$ cat src/rtl/number_entry_reg.sv
// number_entry_reg: multi-digit BCD entry register driven by PS/2 break codes
module number_entry_reg #(
    parameter int DIGITS = 4,
    parameter int CODE_W = 32
) (
    input  logic                  clk,
    input  logic                  reset,
    input  logic [CODE_W-1:0]     x,
    input  logic                  flag,
    output logic [4*DIGITS-1:0]   edit,
    output logic [3:0]            count,
    output logic [4*DIGITS-1:0]   number,
    output logic                  done,
    output logic                  overflow
);
    localparam int W = 4 * DIGITS;
    localparam logic [3:0] FULL_CNT = 4'(DIGITS);

    typedef enum logic [1:0] {EMPTY, ENTRY, FULL} state_t;

    state_t              state_q, state_d;
    logic [W-1:0]        edit_q, edit_d, number_q, number_d;
    logic [3:0]          count_q, count_d;
    logic                done_q, done_d, overflow_q, overflow_d, commit_q, commit_d;
    logic                flag_prev_q;
    logic [CODE_W-1:0]   x_last_q;
    logic                acc, brk, is_dig;
    logic [3:0]          dig;

    // a code is new when flag rises or the code word changes while flag stays high
    assign acc = flag & (~flag_prev_q | (x != x_last_q));
    assign brk = acc & (x[15:8] == 8'hF0);

    // scancode to digit map
    always_comb begin
        is_dig = 1'b1;
        dig    = 4'd0;
        case (x[7:0])
            8'h45: dig = 4'd0;
            8'h16: dig = 4'd1;
            8'h1E: dig = 4'd2;
            8'h26: dig = 4'd3;
            8'h25: dig = 4'd4;
            8'h2E: dig = 4'd5;
            8'h36: dig = 4'd6;
            8'h3D: dig = 4'd7;
            8'h3E: dig = 4'd8;
            8'h46: dig = 4'd9;
            default: is_dig = 1'b0;
        endcase
    end

    // edit/commit state machine next-state; commit_q delays done by one cycle after number moves
    always_comb begin
        state_d    = state_q;
        edit_d     = edit_q;
        count_d    = count_q;
        number_d   = number_q;
        overflow_d = overflow_q;
        commit_d   = 1'b0;
        done_d     = commit_q;
        if (brk) begin
            if (is_dig) begin
                if (state_q == FULL) begin
                    overflow_d = 1'b1;
                end else begin
                    edit_d  = W'({edit_q, dig});
                    count_d = count_q + 4'd1;
                    state_d = (count_q + 4'd1 == FULL_CNT) ? FULL : ENTRY;
                end
            end else if (x[7:0] == 8'h66) begin
                if (state_q != EMPTY) begin
                    edit_d  = edit_q >> 4;
                    count_d = count_q - 4'd1;
                    state_d = (count_q == 4'd1) ? EMPTY : ENTRY;
                end
            end else if (x[7:0] == 8'h5A || x[7:0] == 8'h76) begin
                number_d   = (x[7:0] == 8'h5A) ? edit_q : number_q;
                commit_d   = (x[7:0] == 8'h5A);
                edit_d     = '0;
                count_d    = 4'd0;
                overflow_d = 1'b0;
                state_d    = EMPTY;
            end
        end
    end

    // state registers with asynchronous clear
    always_ff @(posedge clk or posedge reset) begin
        if (reset) begin
            state_q     <= EMPTY;
            edit_q      <= '0;
            count_q     <= 4'd0;
            number_q    <= '0;
            overflow_q  <= 1'b0;
            commit_q    <= 1'b0;
            done_q      <= 1'b0;
            flag_prev_q <= 1'b0;
            x_last_q    <= '0;
        end else begin
            state_q     <= state_d;
            edit_q      <= edit_d;
            count_q     <= count_d;
            number_q    <= number_d;
            overflow_q  <= overflow_d;
            commit_q    <= commit_d;
            done_q      <= done_d;
            flag_prev_q <= flag;
            x_last_q    <= x;
        end
    end

    assign edit     = edit_q;
    assign count    = count_q;
    assign number   = number_q;
    assign done     = done_q;
    assign overflow = overflow_q;
endmodule

$ cat config.mk
export PLATFORM = sky130hd
export DESIGN_NAME = number_entry_reg
export DESIGN_NICKNAME = d
export VERILOG_FILES = /design/src/rtl/number_entry_reg.sv
export SDC_FILE = /design/constraint.sdc
export NUM_CORES = 1
export LEC_CHECK = 0
export ABC_AREA = 1
export CORE_ASPECT_RATIO = 1.25
export CORE_MARGIN = 10
export CORE_UTILIZATION = 25
export DETAILED_ROUTE_END_ITERATION = 16
export PLACE_DENSITY_LB_ADDON = 0.05
export SLEW_MARGIN = 20
export SYNTH_ARGS = -nofsm -noshare
export SYNTH_HDL_FRONTEND = slang
export SYNTH_SLANG_ARGS = --single-unit
export TNS_END_PERCENT = 100
$ cat constraint.sdc
create_clock -name clk -period 2.29 [get_ports clk]
set_clock_uncertainty 0.1 [all_clocks]
set_input_delay 0.229 -clock clk [delete_from_list [all_inputs] [get_ports clk]]
set_output_delay 0.229 -clock clk [all_outputs]
set_load 0.02 [all_outputs]
==> results of run 1 <==
[routing by layer]
layer / vias up / part of all wire, % / track usage (%)
met5: - / 0 / 0
met4: 0 / 1.8 / 4.008
met3: 14 / 5.0 / 3.818
met2: 68 / 51 / 21.29
met1: 1702 / 43 / 13.72
li1: 1933 / - / -
[worst min-delay path: cells and delay by family]
family,cells,cell delay (ns)
buf+inv,3,0.84
[worst max path at each step]
stage	start	endpoint	cells past startpoint
2_1_floorplan	reset	commit_q	1
3_3_place_gp	x[2]	edit[3]	11
3_5_place_dp	x[2]	edit[13]	11
4_1_cts	x[2]	edit[2]	11
5_1_grt	x_last_q[8]	number[4]	13
6_report	x[2]	edit[9]	11
[power groups by stage]
stage / Sequential, uW / Combinational [uW] / Clock (uW)
after floorplan: 1370 / 160 / 0
after global placement: 1380 / 351 / 0
after detailed placement: 1380 / 350 / 0
after CTS: 1350 / 351 / 1750
after global routing: 1360 / 391 / 1800
final: 1350 / 344 / 1700
[sequential cells by signal, summed over array words and instances, names as in the netlist]
signal,count
state_q,2
edit,16
done,1
number,16
commit_q,1
x_last_q,32
overflow,1
flag_prev_q,1
count,4
[kinds of logic after synthesis]
logic type                 after synthesis  synth area share (%)
and+or+nand+nor                        325                 34.33
buffers and inverters                  101                 10.35
DFF                                     74                 46.44
AOI/OAI and AO/OA                       34                 4.769
xor gates and xnor gates                13                 2.855
adders and majority gates                4                 1.255
[metrics by stage]
step                      instance area [sq um]  instances  TNS, ns  power, uW
after floorplan                            3988        551        0       1535
after global placement                     5349        878   -6.891       1728
after detailed placement                   5349        878   -6.819       1727
after CTS                                  5695        894        0       3451
after global routing                       5704        894        0       3543
final                                      5704        894        0       3395
[placed cells by master (no fill, tap or decap), types with 2 or more instances in the layout]
| master | netlist | layout |
|---|---|---|
| sky130_fd_sc_hd__nand2_1 | 209 | 209 |
| sky130_fd_sc_hd__inv_1 | 80 | 79 |
| sky130_fd_sc_hd__dfrtp_1 | 74 | 74 |
| sky130_fd_sc_hd__clkdlybuf4s50_1 | 0 | 72 |
| sky130_fd_sc_hd__buf_4 | 4 | 52 |
| sky130_fd_sc_hd__nor2_1 | 46 | 46 |
| sky130_fd_sc_hd__nand3_1 | 35 | 35 |
| sky130_fd_sc_hd__o21ai_0 | 30 | 30 |
| sky130_fd_sc_hd__xnor2_1 | 10 | 10 |
| sky130_fd_sc_hd__nand4_1 | 10 | 10 |
| sky130_fd_sc_hd__inv_2 | 8 | 9 |
| sky130_fd_sc_hd__clkbuf_16 | 0 | 9 |
| sky130_fd_sc_hd__nor3_1 | 7 | 6 |
| sky130_fd_sc_hd__nand2_2 | 4 | 4 |
| sky130_fd_sc_hd__nor2_2 | 4 | 4 |
| sky130_fd_sc_hd__ha_1 | 4 | 4 |
| sky130_fd_sc_hd__xor2_1 | 3 | 3 |
| sky130_fd_sc_hd__nor4_1 | 3 | 3 |
| sky130_fd_sc_hd__inv_6 | 0 | 3 |
| sky130_fd_sc_hd__bufinv_16 | 0 | 3 |
| sky130_fd_sc_hd__buf_12 | 0 | 3 |
| sky130_fd_sc_hd__nor2_4 | 2 | 2 |
[area by class of cell]
class / instances / share of cell area (%)
Multi-Input combinational cell: 376 / 30.29
Tap cell: 212 / 4.650
Sequential cell: 74 / 32.46
Inverter: 88 / 5.791
Clock inverter: 7 / 2.128
Timing Repair Buffer: 128 / 20.73
Clock buffer: 9 / 3.948
[what timing repair did]
item                                   4_1_cts  5_1_grt
gates resized for setup                      0        2
setup endpoints to repair                    0        6
endpoints found under the hold margin        0        0
==> out/summary.md, run 1 <==
* 13 — depth of the worst register-to-register path
* 13.94 microns — Avg WL per Cell
* 0 — Final Max Tran Viols
* 590 — nets in the synthesized netlist
* 0 — final-report hold violation count
* done — CTS tree
* 36.49% — core utilization of the finished layout
* 0.002921 uW — leakage power summed over all cells
* 0.19 ns — internal reg-to-reg setup slack
* 4 — first drt pass iteration count
* 0 — overflow left after global routing
* sky130_fd_sc_hd__clkdlybuf4s50_1 — Crit-path slowest cell
* 43.05% — Area Growth Syn to Fin
* 0.8157 — weighted congestion reported at the end of routability-driven placement
* -0.2292 ns — Post-Place Setup Slack
* sky130_fd_sc_hd__dfrtp_1 — Yosys top cell by area
* 3988 sq um — Syn Std Cell Area
* 716 — number of nets in the finished design
* 3 — maximum level of the CTS H-tree
* 3,717 — total number of vias
* 0 — hold bufs inserted after CTS
* 74 — count of state elements after synthesis
* number[6] — endpoint of the worst register-to-register path
* 0 — final count of negative-setup-slack endpoints
* 188 — initial detailed-routing violation count
* 39.8% — sequential fraction of design power
* 9 — Num CTS Buffers
* 0.07 ns — clock slew seen by the registers of the worst setup and hold paths
* sky130_fd_sc_hd__nand2_1 — Worst path most repeated cell
* register — Critical Path End Type
* false — RSZ-0062 raised after global routing
* 825.2 uW — Switch Pwr
* 0 — number of maximum-capacitance violations
* 46.44% — register area share after synthesis
* 473.7 MHz — upper clock frequency limit
* 0.1787 ns — minimum setup slack in the final design
* primary input — CP Launch Type
* 0 — initial antenna violation count
* in2async — Min-Delay Path Class
* 46.44% — fraction of synthesized cell area taken by the top area cell type
* 12.19% — total global routing track utilization
* 161.2 microns — vertical die dimension
* 0.4220 ns — transition time at the pin with the least slew margin
* 133.0 microns — chip width
* 2.25 ns — arrival time of data at the critical path endpoint
* 13.93% — proportion of layout cells with a drive suffix above 1
* 92.19% — fin crit share
* 75 — largest net degree at the start of global routing
* buffers and inverters — family with the most delay on the worst path
* 0 — buffer count from post-CTS setup fixing
* 12,460 microns — Final Routed Wirelength
* 2570 uW — internal cell power
* sky130_fd_sc_hd__nand2_1 — cell with the most instances after synthesis
* x_last_q[8] — RR Startpoint
* sky130_fd_sc_hd__dfrtp_1 — Main synth FF type
* 73 — Top Ports
* 0.2077 ns — minimum hold slack
* 15,630 sq um — core region area
* 0 — number of antenna repair diodes
* 9490 microns — detailed placement HPWL
* 29 — count of different cell masters after synthesis
* 25.51% — initial cell density of the core
* 51 — placement row count
* 0 — number of remaining DRC errors
* 1852 sq um — register area
* 281.5 uV — VDD IR max
* clkdlybuf4s50_1 > nand2_1 > buf_4 > nor4_1 > buf_4 > nor2_2 > o21bai_4 > nand2_2 > buf_12 > nand2_1 > nand2_1 — cell chain of the critical path
* 0 — number of synthesized flops with an enable pin
* 1728 sq um — area of the multi-input gates
* 0 — number of nets with antenna violations after detailed routing
* sky130_fd_sc_hd__dfrtp_1, sky130_fd_sc_hd__nand2_1, sky130_fd_sc_hd__inv_1 — Area contributors post-synth
* 71.87% — worst max-slew margin expressed relative to the limit
* 72 — number of I/O port buffers
* 7.237 sq um — per-instance average area after synthesis
* 24.31% — fraction of power spent switching nets
* 10.1% — part of the power in combinational logic
* 551 — Mapped Cells
* 4 — sum of buffers and inverters on the critical path
* 2 — clock tree buffer depth
* 0.60 ns — max incr delay on CP
* 2.111 ns — Period minus WS final
* 100.0% — async set-or-reset flop fraction in the synthesized netlist
* 74 — total clock sinks
* 20,890 microns — wire length of the first global-routing pass
* in2reg — type of the worst setup path
* finished clean — result of the run
* 595.2 nW/um^2 — Power Density
* 0 — count of warnings emitted by yosys
* 1,673 — Layout fillers
* 3,926 — vias in the first global route
* 21,430 sq um — Die ar.
* 50.0% — portion of total power attributed to the clock network
* sky130_fd_sc_hd__clkbuf_16 — cell chosen for the clock root
* 2.43 ns — data required time of the critical path
* 4.158 — drt via density
* 20 — crit-path max FO
* 0.35 ns — clock insertion delay at the later pin of the skew report
* sky130_fd_sc_hd__nand2_1, sky130_fd_sc_hd__inv_1, sky130_fd_sc_hd__dfrtp_1 — list of most frequent post-synthesis cells
Power figures use the tool's default switching activity.
==> run 2: changes to the inputs <==
Settings changed: CORE_ASPECT_RATIO 1.25 to 0.8, REMOVE_ABC_BUFFERS set to 1.
==> run 2 against run 1 <==
  * Via count shrank 1.3%
  * Total power shrank 11%
  * Combinational power shrank 1%
  * Critical endpoint is now number[8]
  * Largest cell class unchanged
  * Largest power group is now sequential cells
==> out/summary.md, run 2 (synthesis results as in run 1) <==
* finished clean — result of the run, unchanged
* 32 — flip-flop count of the largest register, all copies and words added, unchanged
* register — Critical Path End Type, unchanged
* 5304 sq um — instance area at placement, was 5349 sq um
* 318.2 uV — VDD IR max, was 281.5 uV
* 0.06 ns — clock slew seen by the registers of the worst setup and hold paths, was 0.07 ns
* 4.114 — drt via density, was 4.158
* 35.54% — core utilization of the finished layout, was 36.49%
* 3,670 — total number of vias, was 3,717
* 25.40% — initial cell density of the core, was 25.51%
* 1,705 — Layout fillers, was 1,673
* 0.002850 uW — leakage power summed over all cells, was 0.002921 uW
* 0 — final-report hold violation count, unchanged
* 3008 uW — Pwr Total, was 3395 uW
* 21,430 sq um — Die ar., unchanged
* 711 — number of nets in the finished design, was 716
* 13.44 microns — Avg WL per Cell, was 13.94 microns
* 41 — placement row count, was 51
* 3,569 — vias in the first global route, was 3,926
* 4 — first drt pass iteration count, unchanged
* 15,700 sq um — core region area, was 15,630 sq um
* 19,820 microns — wire length of the first global-routing pass, was 20,890 microns
* 225 — initial detailed-routing violation count, was 188
* sky130_fd_sc_hd__nand2_1 — most common library cell in the layout ignoring fill and taps, unchanged
* 133.0 microns — vertical die dimension, was 161.2 microns
* 11.60% — total global routing track utilization, was 12.19%
* 2 — clock tree buffer depth, unchanged
* 539.1 nW/um^2 — Power Density, was 595.2 nW/um^2
* 2.41 ns — data required time of the critical path, was 2.43 ns
* 0.7979 — weighted congestion reported at the end of routability-driven placement, was 0.8157
* 13.15% — proportion of layout cells with a drive suffix above 1, was 13.93%
* 89.71% — fin crit share, was 92.19%
* in2async — Min-Delay Path Class, unchanged
* 0 — hold bufs inserted after CTS, unchanged
* 9316 microns — detailed placement HPWL, was 9490 microns
* 69.52% — worst max-slew margin expressed relative to the limit, was 71.87%
* 0 — initial antenna violation count, unchanged
* 876 — placed insts, was 878
* 0 — overflow left after global routing, unchanged
* 0.4531 ns — transition time at the pin with the least slew margin, was 0.4220 ns
* 0 — number of maximum-capacitance violations, unchanged
* 39.91% — Area Growth Syn to Fin, was 43.05%
* 73 — Top Ports, unchanged
* 11,990 microns — Final Routed Wirelength, was 12,460 microns
* 0.34 ns — clock insertion delay at the later pin of the skew report, was 0.35 ns
* 3 — maximum level of the CTS H-tree, unchanged
* 13 — crit-path max FO, was 20
* 0 — final count of negative-setup-slack endpoints, unchanged
* in2reg — type of the worst setup path, unchanged
* x_last_q — largest register by flop count, unchanged
* 0 — number of antenna repair diodes, unchanged
* primary input — CP Launch Type, unchanged
* 2.17 ns — arrival time of data at the critical path endpoint, was 2.25 ns
* 2.054 ns — Period minus WS final, was 2.111 ns
* 161.2 microns — chip width, was 133.0 microns
* 75 — largest net degree at the start of global routing, unchanged
* 74 — total clock sinks, unchanged
* done — CTS tree, unchanged
* 0 ns — Setup TNS Final, unchanged
* 72 — number of I/O port buffers, unchanged
* false — RSZ-0062 raised after global routing, unchanged
* 486.8 MHz — upper clock frequency limit, was 473.7 MHz
* 5579 sq um — cell area after layout, was 5704 sq um
* 1852 sq um — register area, unchanged
* 892 — number of standard cells in the layout, taps in and fillers out, was 894
* sky130_fd_sc_hd__nand2_1, sky130_fd_sc_hd__inv_1, sky130_fd_sc_hd__dfrtp_1, sky130_fd_sc_hd__clkdlybuf4s50_1, sky130_fd_sc_hd__buf_4 — most frequent cells in the layout, unchanged
* 0 — number of nets with antenna violations after detailed routing, unchanged
* 9 — Num CTS Buffers, unchanged
* 0 — Final Max Tran Viols, unchanged
* sky130_fd_sc_hd__clkbuf_16 — cell chosen for the clock root, unchanged
* 1723 sq um — area of the multi-input gates, was 1728 sq um
* 0 — number of remaining DRC errors, unchanged
## run 2: changes by cell type in the layout (fill, tap and decap cells not counted), moves of 3 or more
cell	change
sky130_fd_sc_hd__clkinvlp_4	+3
sky130_fd_sc_hd__bufinv_16	-3
sky130_fd_sc_hd__inv_6	-3
sky130_fd_sc_hd__clkinv_2	+3
sky130_fd_sc_hd__buf_4	-4
## run 2: timing repair
action                                  in CTS  in global routing
endpoints found under the setup margin       0                  2
setup buffers                                0                  0
resized for setup                            0                  1
## run 2: path summary, 6_finish.rpt
check | startpoint | cells after the start | to | slack [ns]
setup / recovery | x[4] | 13 | number[8] | 0.24
setup reg to reg | x_last_q[8] | 12 | number[8] | 0.27
hold / removal | reset | 3 | done | 0.21
max in group asynchronous | reset | 3 | count[2] | 1.57
min in group clk | commit_q | 0 | done | 0.25
hold reg to reg | commit_q | 0 | done | 0.25
## run 2: through the flow
stage / worst slack (ns) / hold slack (ns)
final: 0.2357 / 0.2085
after global routing: 0.008249 / 0.2445
after CTS: 0.1980 / 0.2213
after detailed placement: -0.1617 / 0.2347
after global placement: -0.1400 / 0.2330
after floorplan: -0.03507 / 0.1604
## run 2: power by group
part | internal (uW) | switching, uW | total, uW
sequential | 1340 | 16.4 | 1350
clock | 729 | 586 | 1320
combinational | 154 | 185 | 339
## run 2: routing by layer
layer	track usage, %	part of all wire (%)
met1	17.27	55
met2	15.39	40
met3	4.061	4.4
met4	2.573	0.78
met5	0	0
## run 2: critical path, stage by stage
cell and delay [ns]:
sky130_fd_sc_hd__clkdlybuf4s50_1 0.61, sky130_fd_sc_hd__buf_4 0.17, sky130_fd_sc_hd__xnor2_1 0.11, sky130_fd_sc_hd__nand2_1 0.09, sky130_fd_sc_hd__nor2_1 0.10, sky130_fd_sc_hd__nand2_1 0.05
sky130_fd_sc_hd__nor2_1 0.12, sky130_fd_sc_hd__nand3_1 0.08, sky130_fd_sc_hd__nand2_1 0.13, sky130_fd_sc_hd__inv_2 0.04, sky130_fd_sc_hd__nand2_1 0.12, sky130_fd_sc_hd__buf_4 0.21
sky130_fd_sc_hd__o21ai_0 0.09
## run 2: layout make-up
type	count	share of cell area, %
repair buffers	123	20.30
well taps	215	4.822
inverters	88	5.943
clock buffers	9	4.037
clock inverters	7	0.8298
multi-input cells	376	30.88
flip-flops and latches	74	33.19
